$ cat src/rtl/csr_dbg_master_if.sv
// csr_dbg_master_if: host command/response channels plus the Zicsr port
// toward the CSR file, bundled for the debug CSR master.
interface csr_dbg_master_if;
    logic        cmd_valid;
    logic        cmd_ready;
    logic [1:0]  cmd_op;
    logic [11:0] cmd_addr;
    logic [31:0] cmd_wdata;
    logic        resp_valid;
    logic        resp_ready;
    logic [31:0] resp_rdata;
    logic        resp_err;
    logic        core_busy;
    logic        csr_zicsr;
    logic [11:0] csr_addr;
    logic [2:0]  csr_funct3;
    logic [31:0] csr_rs1_data;
    logic [4:0]  csr_uimm;
    logic [31:0] csr_rdata;

    modport master (
        input  cmd_valid, cmd_op, cmd_addr, cmd_wdata,
        output cmd_ready,
        output resp_valid, resp_rdata, resp_err,
        input  resp_ready,
        input  core_busy, csr_rdata,
        output csr_zicsr, csr_addr, csr_funct3, csr_rs1_data, csr_uimm
    );

    modport slave (
        output cmd_valid, cmd_op, cmd_addr, cmd_wdata,
        input  cmd_ready,
        input  resp_valid, resp_rdata, resp_err,
        output resp_ready,
        output core_busy, csr_rdata,
        input  csr_zicsr, csr_addr, csr_funct3, csr_rs1_data, csr_uimm
    );
endinterface

$ cat src/rtl/csr_dbg_master.sv
// csr_dbg_master: turns host debug commands into single Zicsr accesses.
// Define CSR_DBG_TIMEOUT_EN to abort an ISSUE stalled TIMEOUT_CYCLES cycles.
module csr_dbg_master #(
    parameter int TIMEOUT_CYCLES = 255
) (
    input  logic             clk,
    input  logic             rst,
    csr_dbg_master_if.master bus
);
    typedef enum logic [1:0] {IDLE, ISSUE, RESP} state_t;

    typedef struct packed {
        logic [1:0]  op;
        logic [11:0] addr;
        logic [31:0] wdata;
    } cmd_t;

    localparam logic [1:0] OP_RD  = 2'b00;
    localparam logic [1:0] OP_WR  = 2'b01;
    localparam logic [1:0] OP_SET = 2'b10;
    localparam logic [1:0] OP_CLR = 2'b11;

    state_t      state_q, state_d;
    cmd_t        cmd_q;
    logic [31:0] rdata_q, rdata_d;
    logic        err_q, err_d;
    logic        accept, reject, abort;

    logic        cmd_ready, resp_valid, zicsr;
    logic [11:0] c_addr;
    logic [2:0]  c_funct3;
    logic [31:0] c_rs1;

    assign accept = bus.cmd_valid && (state_q == IDLE);

    // zero-mask set/clear never modifies a CSR, so read-only space is fine
    assign reject = (bus.cmd_op != OP_RD)
                 && (bus.cmd_addr[11:10] == 2'b11)
                 && !(((bus.cmd_op == OP_SET) || (bus.cmd_op == OP_CLR))
                      && (bus.cmd_wdata == '0));

`ifdef CSR_DBG_TIMEOUT_EN
    localparam int CW = $clog2(TIMEOUT_CYCLES + 1);
    localparam logic [CW-1:0] TLAST = CW'(TIMEOUT_CYCLES - 1);

    logic [CW-1:0] cnt_q;

    always_ff @(posedge clk or negedge rst) begin
        if (!rst) begin
            cnt_q <= '0;
        end else if (state_q != ISSUE) begin
            cnt_q <= '0;
        end else if (bus.core_busy) begin
            cnt_q <= cnt_q + 1'b1;
        end
    end

    assign abort = (state_q == ISSUE) && bus.core_busy && (cnt_q == TLAST);
`else
    localparam int unused_timeout_cycles = TIMEOUT_CYCLES;
    assign abort = 1'b0;
`endif

    always_comb begin
        state_d    = state_q;
        rdata_d    = rdata_q;
        err_d      = err_q;
        cmd_ready  = 1'b0;
        resp_valid = 1'b0;
        zicsr      = 1'b0;
        c_addr     = '0;
        c_funct3   = '0;
        c_rs1      = '0;
        unique case (state_q)
            IDLE: begin
                cmd_ready = 1'b1;
                if (bus.cmd_valid) begin
                    if (reject) begin
                        state_d = RESP;
                        rdata_d = '0;
                        err_d   = 1'b1;
                    end else begin
                        state_d = ISSUE;
                    end
                end
            end
            ISSUE: begin
                c_addr = cmd_q.addr;
                unique case (1'b1)
                    (cmd_q.op == OP_WR):  c_funct3 = 3'b001;
                    (cmd_q.op == OP_CLR): c_funct3 = 3'b011;
                    default:              c_funct3 = 3'b010;
                endcase
                c_rs1 = (cmd_q.op == OP_RD) ? '0 : cmd_q.wdata;
                if (!bus.core_busy) begin
                    zicsr   = 1'b1;
                    rdata_d = bus.csr_rdata;
                    err_d   = 1'b0;
                    state_d = RESP;
                end else if (abort) begin
                    rdata_d = '0;
                    err_d   = 1'b1;
                    state_d = RESP;
                end
            end
            RESP: begin
                resp_valid = 1'b1;
                if (bus.resp_ready) begin
                    state_d = IDLE;
                end
            end
            default: state_d = IDLE;
        endcase
    end

    always_ff @(posedge clk or negedge rst) begin
        if (!rst) begin
            state_q <= IDLE;
            cmd_q   <= '0;
            rdata_q <= '0;
            err_q   <= 1'b0;
        end else begin
            state_q <= state_d;
            rdata_q <= rdata_d;
            err_q   <= err_d;
            if (accept) begin
                cmd_q.op    <= bus.cmd_op;
                cmd_q.addr  <= bus.cmd_addr;
                cmd_q.wdata <= bus.cmd_wdata;
            end
        end
    end

    assign bus.cmd_ready    = cmd_ready;
    assign bus.resp_valid   = resp_valid;
    assign bus.resp_rdata   = rdata_q;
    assign bus.resp_err     = err_q;
    assign bus.csr_zicsr    = zicsr;
    assign bus.csr_addr     = c_addr;
    assign bus.csr_funct3   = c_funct3;
    assign bus.csr_rs1_data = c_rs1;
    assign bus.csr_uimm     = 5'd0;
endmodule

$ cat src/flat_wrapper.sv
// flat-port wrapper written by rule: the top's interface ports become plain ports
module csr_dbg_master_flat 
#(
    parameter int TIMEOUT_CYCLES = 255
)
  (clk, rst, bus_cmd_valid, bus_cmd_op, bus_cmd_addr, bus_cmd_wdata, bus_cmd_ready, bus_resp_valid, bus_resp_rdata, bus_resp_err, bus_resp_ready, bus_core_busy, bus_csr_rdata, bus_csr_zicsr, bus_csr_addr, bus_csr_funct3, bus_csr_rs1_data, bus_csr_uimm);
  csr_dbg_master_if bus_i ();
  input  logic clk;
  input  logic rst;
  input wire logic [$bits(bus_i.cmd_valid)-1:0] bus_cmd_valid;
  input wire logic [$bits(bus_i.cmd_op)-1:0] bus_cmd_op;
  input wire logic [$bits(bus_i.cmd_addr)-1:0] bus_cmd_addr;
  input wire logic [$bits(bus_i.cmd_wdata)-1:0] bus_cmd_wdata;
  output wire logic [$bits(bus_i.cmd_ready)-1:0] bus_cmd_ready;
  output wire logic [$bits(bus_i.resp_valid)-1:0] bus_resp_valid;
  output wire logic [$bits(bus_i.resp_rdata)-1:0] bus_resp_rdata;
  output wire logic [$bits(bus_i.resp_err)-1:0] bus_resp_err;
  input wire logic [$bits(bus_i.resp_ready)-1:0] bus_resp_ready;
  input wire logic [$bits(bus_i.core_busy)-1:0] bus_core_busy;
  input wire logic [$bits(bus_i.csr_rdata)-1:0] bus_csr_rdata;
  output wire logic [$bits(bus_i.csr_zicsr)-1:0] bus_csr_zicsr;
  output wire logic [$bits(bus_i.csr_addr)-1:0] bus_csr_addr;
  output wire logic [$bits(bus_i.csr_funct3)-1:0] bus_csr_funct3;
  output wire logic [$bits(bus_i.csr_rs1_data)-1:0] bus_csr_rs1_data;
  output wire logic [$bits(bus_i.csr_uimm)-1:0] bus_csr_uimm;
  assign bus_i.cmd_valid = bus_cmd_valid;
  assign bus_i.cmd_op = bus_cmd_op;
  assign bus_i.cmd_addr = bus_cmd_addr;
  assign bus_i.cmd_wdata = bus_cmd_wdata;
  assign bus_cmd_ready = bus_i.cmd_ready;
  assign bus_resp_valid = bus_i.resp_valid;
  assign bus_resp_rdata = bus_i.resp_rdata;
  assign bus_resp_err = bus_i.resp_err;
  assign bus_i.resp_ready = bus_resp_ready;
  assign bus_i.core_busy = bus_core_busy;
  assign bus_i.csr_rdata = bus_csr_rdata;
  assign bus_csr_zicsr = bus_i.csr_zicsr;
  assign bus_csr_addr = bus_i.csr_addr;
  assign bus_csr_funct3 = bus_i.csr_funct3;
  assign bus_csr_rs1_data = bus_i.csr_rs1_data;
  assign bus_csr_uimm = bus_i.csr_uimm;
  csr_dbg_master #(.TIMEOUT_CYCLES(TIMEOUT_CYCLES)) u_core (.clk(clk), .rst(rst), .bus(bus_i));
endmodule
$ cat config.mk
export PLATFORM = sky130hd
export DESIGN_NAME = csr_dbg_master_flat
export DESIGN_NICKNAME = d
export VERILOG_FILES = /design/src/rtl/csr_dbg_master_if.sv /design/src/rtl/csr_dbg_master.sv /design/src/flat_wrapper.sv
export SDC_FILE = /design/constraint.sdc
export NUM_CORES = 1
export LEC_CHECK = 0
export ABC_AREA = 1
export CORE_MARGIN = 3
export CORE_UTILIZATION = 39
export CTS_BUF_LIST = sky130_fd_sc_hd__clkbuf_8
export CTS_CLUSTER_DIAMETER = 80
export DETAILED_ROUTE_END_ITERATION = 8
export GPL_TIMING_DRIVEN = 0
export PLACE_DENSITY_LB_ADDON = 0.15
export SLEW_MARGIN = 20
export SYNTH_ARGS = -nofsm -noshare
export SYNTH_HDL_FRONTEND = slang
export SYNTH_SLANG_ARGS = --single-unit
$ cat constraint.sdc
create_clock -name clk -period 1.24 [get_ports clk]
set_input_delay 0.124 -clock clk [delete_from_list [all_inputs] [get_ports clk]]
set_output_delay 0.124 -clock clk [all_outputs]
set_load 0.005 [all_outputs]
==> results of run 1 <==
==> through the flow <==
stage	total power [mW]	setup WS, ps	cell area (um^2)	util (%)	hold WS [ps]
2_1_floorplan	7.24	-102	3770	-	-172
3_3_place_gp	10.2	-2940	5570	60.0	446
3_5_place_dp	10.4	-754	5590	60.3	141
4_1_cts	15.1	-408	6760	72.8	304
5_1_grt	17.1	-534	7110	76.6	342
6_report	16.1	-453	7110	76.6	305
==> cell type report <==
cell class	count	area (um^2)
inverters	38	153
clock inverters	5	80.1
well taps	129	161
flip-flops and latches	81	2030
plain buffers	35	444
fillers	653	2170
clock buffers	10	138
repair buffers	230	2100
multi-input cells	299	2000
==> timing repair <==
item                       in CTS  in global routing
buffers inserted               40                 11
hold endpoints to repair       39                  0
setup endpoints to repair     162                130
cloned                         15                  1
pin swaps                      14                  8
gates resized for setup       447                 86
hold buffers                    1                  0
==> routing by layer <==
metal / GRT usage, % / vias to the layer above / wire length [um]
met4: 6.84 / 0 / 176
met1: 29.3 / 1919 / 5360
li1: - / 1922 / -
met5: 0 / - / 0
met2: 40.2 / 136 / 6690
met3: 5.15 / 11 / 827
==> Yosys cell counts <==
library cell  count
nand2_1         152
nand2_4           1
nor2_4            3
dfrtp_1          81
nor2_1           30
buf_6             2
clkbuf_1         20
buf_4             7
inv_1            34
nand4_1          34
nor3b_1          32
buf_2             6
conb_1            1
inv_2             4
o211a_1           1
o21ai_2           1
nand3_1           5
o21ai_0          32
o21ai_1           1
==> sequential cells by signal, indices dropped and copies added (netlist names) <==
signal,flops
u_core.bus.resp_err,1
u_core.bus.resp_rdata,32
u_core.cmd_q,46
u_core.state_q,2
==> worst register-to-register path: cells and delay by family, from the launching register on <==
kind | cells | cell delay [ps]
simple gates | 5 | 540
compound gates | 1 | 120
buf+inv | 4 | 500
flops | 1 | 400
==> worst max path at each step <==
stage,end,cells past startpoint
2_1_floorplan,u_core.bus.resp_rdata[10]$_DFFE_PN0P_,9
3_3_place_gp,u_core.cmd_q[10]$_DFFE_PN0P_,1
3_5_place_dp,bus_csr_rs1_data[28],5
4_1_cts,bus_csr_rs1_data[28],6
5_1_grt,bus_csr_addr[7],6
6_report,bus_csr_addr[7],6
==> kinds of logic after synthesis <==
| logic type | count (synthesis) | synth area share [%] |
|---|---|---|
| AND/OR/NAND/NOR | 257 | 32.2 |
| flip-flops | 81 | 54.1 |
| buffers and inverters | 73 | 8.62 |
| AO/OA/AOI/OAI | 35 | 4.91 |
| other | 1 | 0.100 |
==> power groups by stage <==
| stage | Clock (mW) | Sequential [mW] | Combinational (mW) |
|---|---|---|---|
| 2_1_floorplan | 0 | 4.50 | 2.74 |
| 3_3_place_gp | 0 | 4.51 | 5.68 |
| 3_5_place_dp | 0 | 4.55 | 5.82 |
| 4_1_cts | 2.17 | 4.55 | 8.34 |
| 5_1_grt | 2.29 | 4.83 | 9.98 |
| 6_report | 2.16 | 4.70 | 9.26 |
==> impl_metrics.csv, run 1 <==
group,metric,value,unit
die,boundaryPins,171,
timing,hold_viol_final,0,
logic_synthesis,ys_warn_count,0,
global_routing,grt_usage,23.3,%
timing,fmax,591,MHz
power,combPwrFrac,57.4,%
die,die_area,0.0108,mm^2
logic_synthesis,yosys_register_bits,81,
worst_setup_path,worst-path-buf-inv,4,
worst_setup_path,crit_family,"buffers and inverters",
worst_setup_path,cp-startpoint,"u_core.state_q[1]$_DFFE_PN0P_",
run_status,failed_checks,"negative setup slack",
placement,hpwl,8110,um
worst_setup_path,reg2reg_depth,10,
logic_synthesis,yosysTopAreaCellShare,54.1,%
run,cap_violations,0,
clocking,cts_tree,"built",
route,viasPerCell,4.82,
route,drtIter0Drc,123,
layout,layout_common_cells,"clkdlybuf4s50_1, dfrtp_1, nand2_2",
route,totalWireLength,13100,um
placement,dp_cells,746,
logic_synthesis,ys_seq_area_share,54.1,%
logic_synthesis,yosys-top-cells-area,"dfrtp_1, nand2_1, nor3b_1, nand4_1, o21ai_0",
worst_setup_path,arrival,1570,ps
logic_synthesis,synthCells,447,
timing,min_period_over_period,137,%
worst_setup_path,cpMaxStageDelayCell,"dfrtp_2",
layout,drive_gt1_share,45.7,%
clocking,htree_num_levels,3,
worst_setup_path,reg2reg_setup_slack,-420,ps
worst_setup_path,crit_path_end_kind,"output port",
power,power_switching_share,37.7,%
worst_setup_path,crit_required,1120,ps
timing,finalMaxSlewViolations,0,
power,powerDensity,2270,mW/mm^2
die,die-height,104,um
worst_setup_path,r2r_start,"u_core.state_q[0]$_DFFE_PN0P_",
clocking,cts_buffer_depth,2,
global_routing,grt_max_degree,43,
placement,port_buffers,164,
power,pwr-share-clk,13.4,%
route,drtPass1Iterations,4,
logic_synthesis,synthDistinctLibCells,19,
route,ant_nets,0,
logic_synthesis,yosys.area.top_type,"dfrtp_1",
power,ir_drop,1.12,mV
global_routing,grt_pass1_wl,20600,um
worst_setup_path,r2r-end,"u_core.bus.resp_rdata[25]$_DFFE_PN0P_",
route,vias,3988,
timing,clock_skew,8.64,ps
global_routing,overflow,0,
clocking,cts_sinks,81,
logic_synthesis,synth_area,0.00374,mm^2
die,num_rows,35,
power,p_int,10.0,mW
layout,antenna_cells,0,
layout,stdcell_count,827,
timing,worst_slack,-453,ps
run_status,outcome,"complete, but fails checks",
timing,worst_pin_slew,550,ps
die,initial_utilization,40.3,%
power,p_sw,6.08,mW
worst_setup_path,cp_common_cell,"buf_8",
global_routing,grt_pass1_vias,4097,
layout,final_common_cell,"clkdlybuf4s50_1",
power,p_seq_share,29.2,%
timing,setup_viol,130,
clocking,insertion_delay,360,ps
layout,area_delta_synth_final,89.9,%
worst_hold_path,hold_path.class,"input port to asynchronous set/reset pin",
worst_setup_path,critPathKind,"register to output port",
die,die_w,104,um
timing,setup_tns,-47060,ps
timing,rsz0062_at_grt,"true",
worst_setup_path,cp_slowest_stage_delay,440,ps
clocking,clockRootBuffer,"clkbuf_8",
worst_setup_path,worstPathCellList,"nor2_4 > inv_6 > buf_8 > buf_8 > nor2_1 > buf_2",
route,route.detailed.drc,0,
worst_setup_path,startpoint_type,"register",
die,coreArea,0.00928,mm^2
clocking,cts_buffers,9,
layout,layout.nets,777,
logic_synthesis,syn_avg_cell_area,8.37,um^2
timing,fin_crit,1690,ps
route,wl_per_cell,15.8,um
power,leakagePower,3.61,nW
worst_setup_path,worstPathMaxFanout,10,
timing,max_slew_margin,63.4,%
clocking,path_clk_slew,80,ps
global_routing,antenna_found_initial,0,
placement,place_congestion,0.796,
No activity file was read; power rests on OpenSTA's default activity.
==> run 2: changes to the inputs <==
Settings changed: SLEW_MARGIN 20 to 10.
==> results of run 2 <==
The final DEF is identical to that of run 1; final timing and power are the same.
==> run 3: changes to the inputs <==
Settings changed: ABC_AREA 1 to not set, CORE_UTILIZATION 39 to 38.
==> run 3 against run 2 <==
Effect of this change: utilization is 0.61 points lower; wire length is 13% lower; register-to-register slack worse by 20 ps; final cell count is 21% lower; the flow still finishes with violations (negative setup slack); clock power is 16% lower; largest power group unchanged; hold slack worse by 230 ps; clock skew is 1.9 ps higher; via count is 23% lower; first-iteration DRC count is 41% lower; global-route usage is 3.1 points lower; sequential power hardly changed.
==> impl_metrics.csv, run 3 <==
group,metric,value,unit
worst_setup_path,cp_common_cell,"buf_8",
layout,regArea,0.00203,mm^2
logic_synthesis,ys_warn_count,0,
global_routing,grt_pass1_vias,3278,
worst_hold_path,hold_path.class,"input port to register",
global_routing,antenna_found_initial,0,
worst_setup_path,critPathKind,"register to output port",
worst_setup_path,crit_required,1120,ps
worst_setup_path,cp_slowest_stage_delay,410,ps
logic_synthesis,synthCells,292,
placement,dp_cells,588,
layout,layout.nets,608,
timing,fin_crit,1730,ps
timing,worst_pin_slew,529,ps
worst_setup_path,worst-path-buf-inv,4,
logic_synthesis,ys_seq_area_share,56.0,%
clocking,cts_tree,"built",
logic_synthesis,syn_avg_cell_area,12.4,um^2
power,ir_drop,1.21,mV
run,cap_violations,0,
layout,stdcell_count,656,
layout,drive_gt1_share,46.6,%
layout,final_cell_area,0.00682,mm^2
route,wl_per_cell,17.4,um
timing,finalMaxSlewViolations,0,
layout,fillers,576,
layout,antenna_cells,0,
power,powerDensity,2210,mW/mm^2
logic_synthesis,synth_area,0.00362,mm^2
logic_synthesis,yosys-top-cells-area,"dfrtp_1, mux2_2, mux2i_1, and2_1, nor2_1",
die,die_w,104,um
layout,area_delta_synth_final,88.4,%
logic_synthesis,yosysTopAreaCellShare,56.0,%
logic_synthesis,synthDistinctLibCells,28,
worst_setup_path,crit_family,"simple AND/OR/NAND/NOR gates",
timing,worst_slack,-493,ps
route,drtPass1Iterations,4,
placement,port_buffers,164,
timing,setup_tns,-48410,ps
placement,place_area,0.00559,mm^2
worst_setup_path,arrival,1610,ps
logic_synthesis,synth_flop_cell,"dfrtp_1",
logic_synthesis,async_flop_share,100,%
layout,final_common_cell,"dfrtp_1",
route,ant_nets,0,
die,die-height,104,um
logic_synthesis,yosysMostFrequentCell,"dfrtp_1",
clocking,insertion_delay,350,ps
timing,fmax,577,MHz
timing,min_period_over_period,140,%
logic_synthesis,yosys.area.top_type,"dfrtp_1",
die,initial_utilization,40.3,%
layout,largest_reg_flops,46,
die,boundaryPins,171,
clocking,cts_buffers,9,
global_routing,overflow,0,
worst_setup_path,worstPathMaxFanout,7,
route,drtIter0Drc,72,
layout,largest_register,"u_core.cmd_q",
global_routing,grt_max_degree,43,
clocking,cts_sinks,81,
die,num_rows,34,
worst_setup_path,startpoint_type,"register",
timing,hold_viol_final,0,
timing,clock_skew,10.5,ps
logic_synthesis,yosys_register_bits,81,
route,viasPerCell,4.66,
worst_setup_path,cpMaxStageDelayCell,"dfrtp_1",
logic_synthesis,synth_common_cells,"dfrtp_1, and2_1, mux2_2",
run_status,outcome,"complete, but fails checks",
die,coreArea,0.00898,mm^2
die,die_area,0.0107,mm^2
placement,place_congestion,0.768,
worst_setup_path,crit_path_end_kind,"output port",
power,leakagePower,3.26,nW
layout,multiInputGateArea,0.00183,mm^2
route,route.detailed.drc,0,
clocking,clockRootBuffer,"clkbuf_8",
clocking,path_clk_slew,80,ps
clocking,cts_buffer_depth,2,
placement,hpwl,7160,um
timing,max_slew_margin,64.7,%
route,totalWireLength,11400,um
global_routing,grt_usage,20.2,%
global_routing,grt_pass1_wl,17500,um
logic_synthesis,synth_edf_count,0,
placement,preCtsSetupSlack,-753,ps
run_status,failed_checks,"negative setup slack",
route,vias,3060,
worst_setup_path,worstPathCellList,"nand2b_4 > nor2_4 > buf_12 > buf_8 > buf_8 > and2_4 > buf_6",
layout,layout_common_cells,"dfrtp_1, buf_6, clkdlybuf4s50_1, dlygate4sd2_1, mux2_4",
timing,rsz0062_at_grt,"true",
clocking,htree_num_levels,3,
timing,setup_viol,130,
run 3: cell count changes in the layout (fill, tap and decap cells not counted), moves of 31 or more:
cell | previous run | this run
nand2_1 | 61 | 1
buf_6 | 27 | 58
clkdlybuf4s50_1 | 81 | 50
nand4_1 | 34 | 1
mux2_4 | 0 | 37
and2_4 | 0 | 35
nand2_2 | 75 | 1
run 3: what timing repair did:
action                                  in CTS  in global routing
hold buffers                                 1                  0
endpoints found under the setup margin     163                130
gates resized for setup                    384                 88
buffers inserted                            35                 11
gates cloned                                13                  1
endpoints found under the hold margin       39                  0
pin swaps                                   50                 19
run 3: kinds of logic (layout without fill, tap and decap cells):
family,count (synthesis),in the layout,share of synthesized area [%]
AOI/OAI and AO/OA,8,8,1.59
buffers and inverters,26,259,4.56
DFF,81,81,56.0
muxes,77,77,22.8
other,1,6,0.104
and+or+nand+nor,99,99,14.9
run 3: final timing paths:
path | startpoint | end | slack (ps) | depth (start not counted)
worst max-delay path | u_core.state_q[1]$_DFFE_PN0P_ | bus_csr_rs1_data[14] | -490 | 7
worst min-delay path | bus_cmd_wdata[14] | u_core.cmd_q[14]$_DFFE_PN0P_ | 80 | 2
worst max register to register | u_core.state_q[1]$_DFFE_PN0P_ | u_core.bus.resp_rdata[2]$_DFFE_PN0P_ | -440 | 9
worst min register to register | u_core.cmd_q[0]$_DFFE_PN0P_ | u_core.cmd_q[0]$_DFFE_PN0P_ | 510 | 1
max in group asynchronous | rst | u_core.cmd_q[30]$_DFFE_PN0P_ | 320 | 3
min in group asynchronous | rst | u_core.bus.resp_rdata[6]$_DFFE_PN0P_ | 290 | 2
run 3: metrics by stage:
step	power [mW]	hold slack (ps)	util (%)
CTS	14.1	117	72.4
global placement	10.5	480	62.1
finish	15.0	78.0	76.0
detailed placement	10.6	139	62.3
global route	15.9	76.3	76.0
floorplan	7.52	-172	-
run 3: cell type report:
cell class                      count  share of cell area (%)
Timing Repair Buffer              221                    34.5
Sequential cell                    81                    29.7
Multi-Input combinational cell    190                    26.9
Buffer                             19                    3.76
Tap cell                          126                    2.31
Clock buffer                       11                    2.22
Clock inverter                      5                   0.459
Inverter                            3                   0.165
run 3: metal layers:
layer,track usage (%),vias up,share of wire [%]
met5,0,-,0
met4,5.89,0,1.6
met3,5.22,15,6.7
met2,34.3,110,51
met1,25.5,1494,41
li1,-,1441,-
run 3: where the power goes:
| part | total [mW] | switching, mW | leakage (nW) | internal, mW |
|---|---|---|---|---|
| logic | 8.57 | 2.90 | 2.19 | 5.66 |
| clock network | 1.81 | 0.984 | 0.0888 | 0.827 |
| registers | 4.67 | 0.724 | 0.976 | 3.94 |
| total | 15.0 | 4.61 | 3.26 | 10.4 |
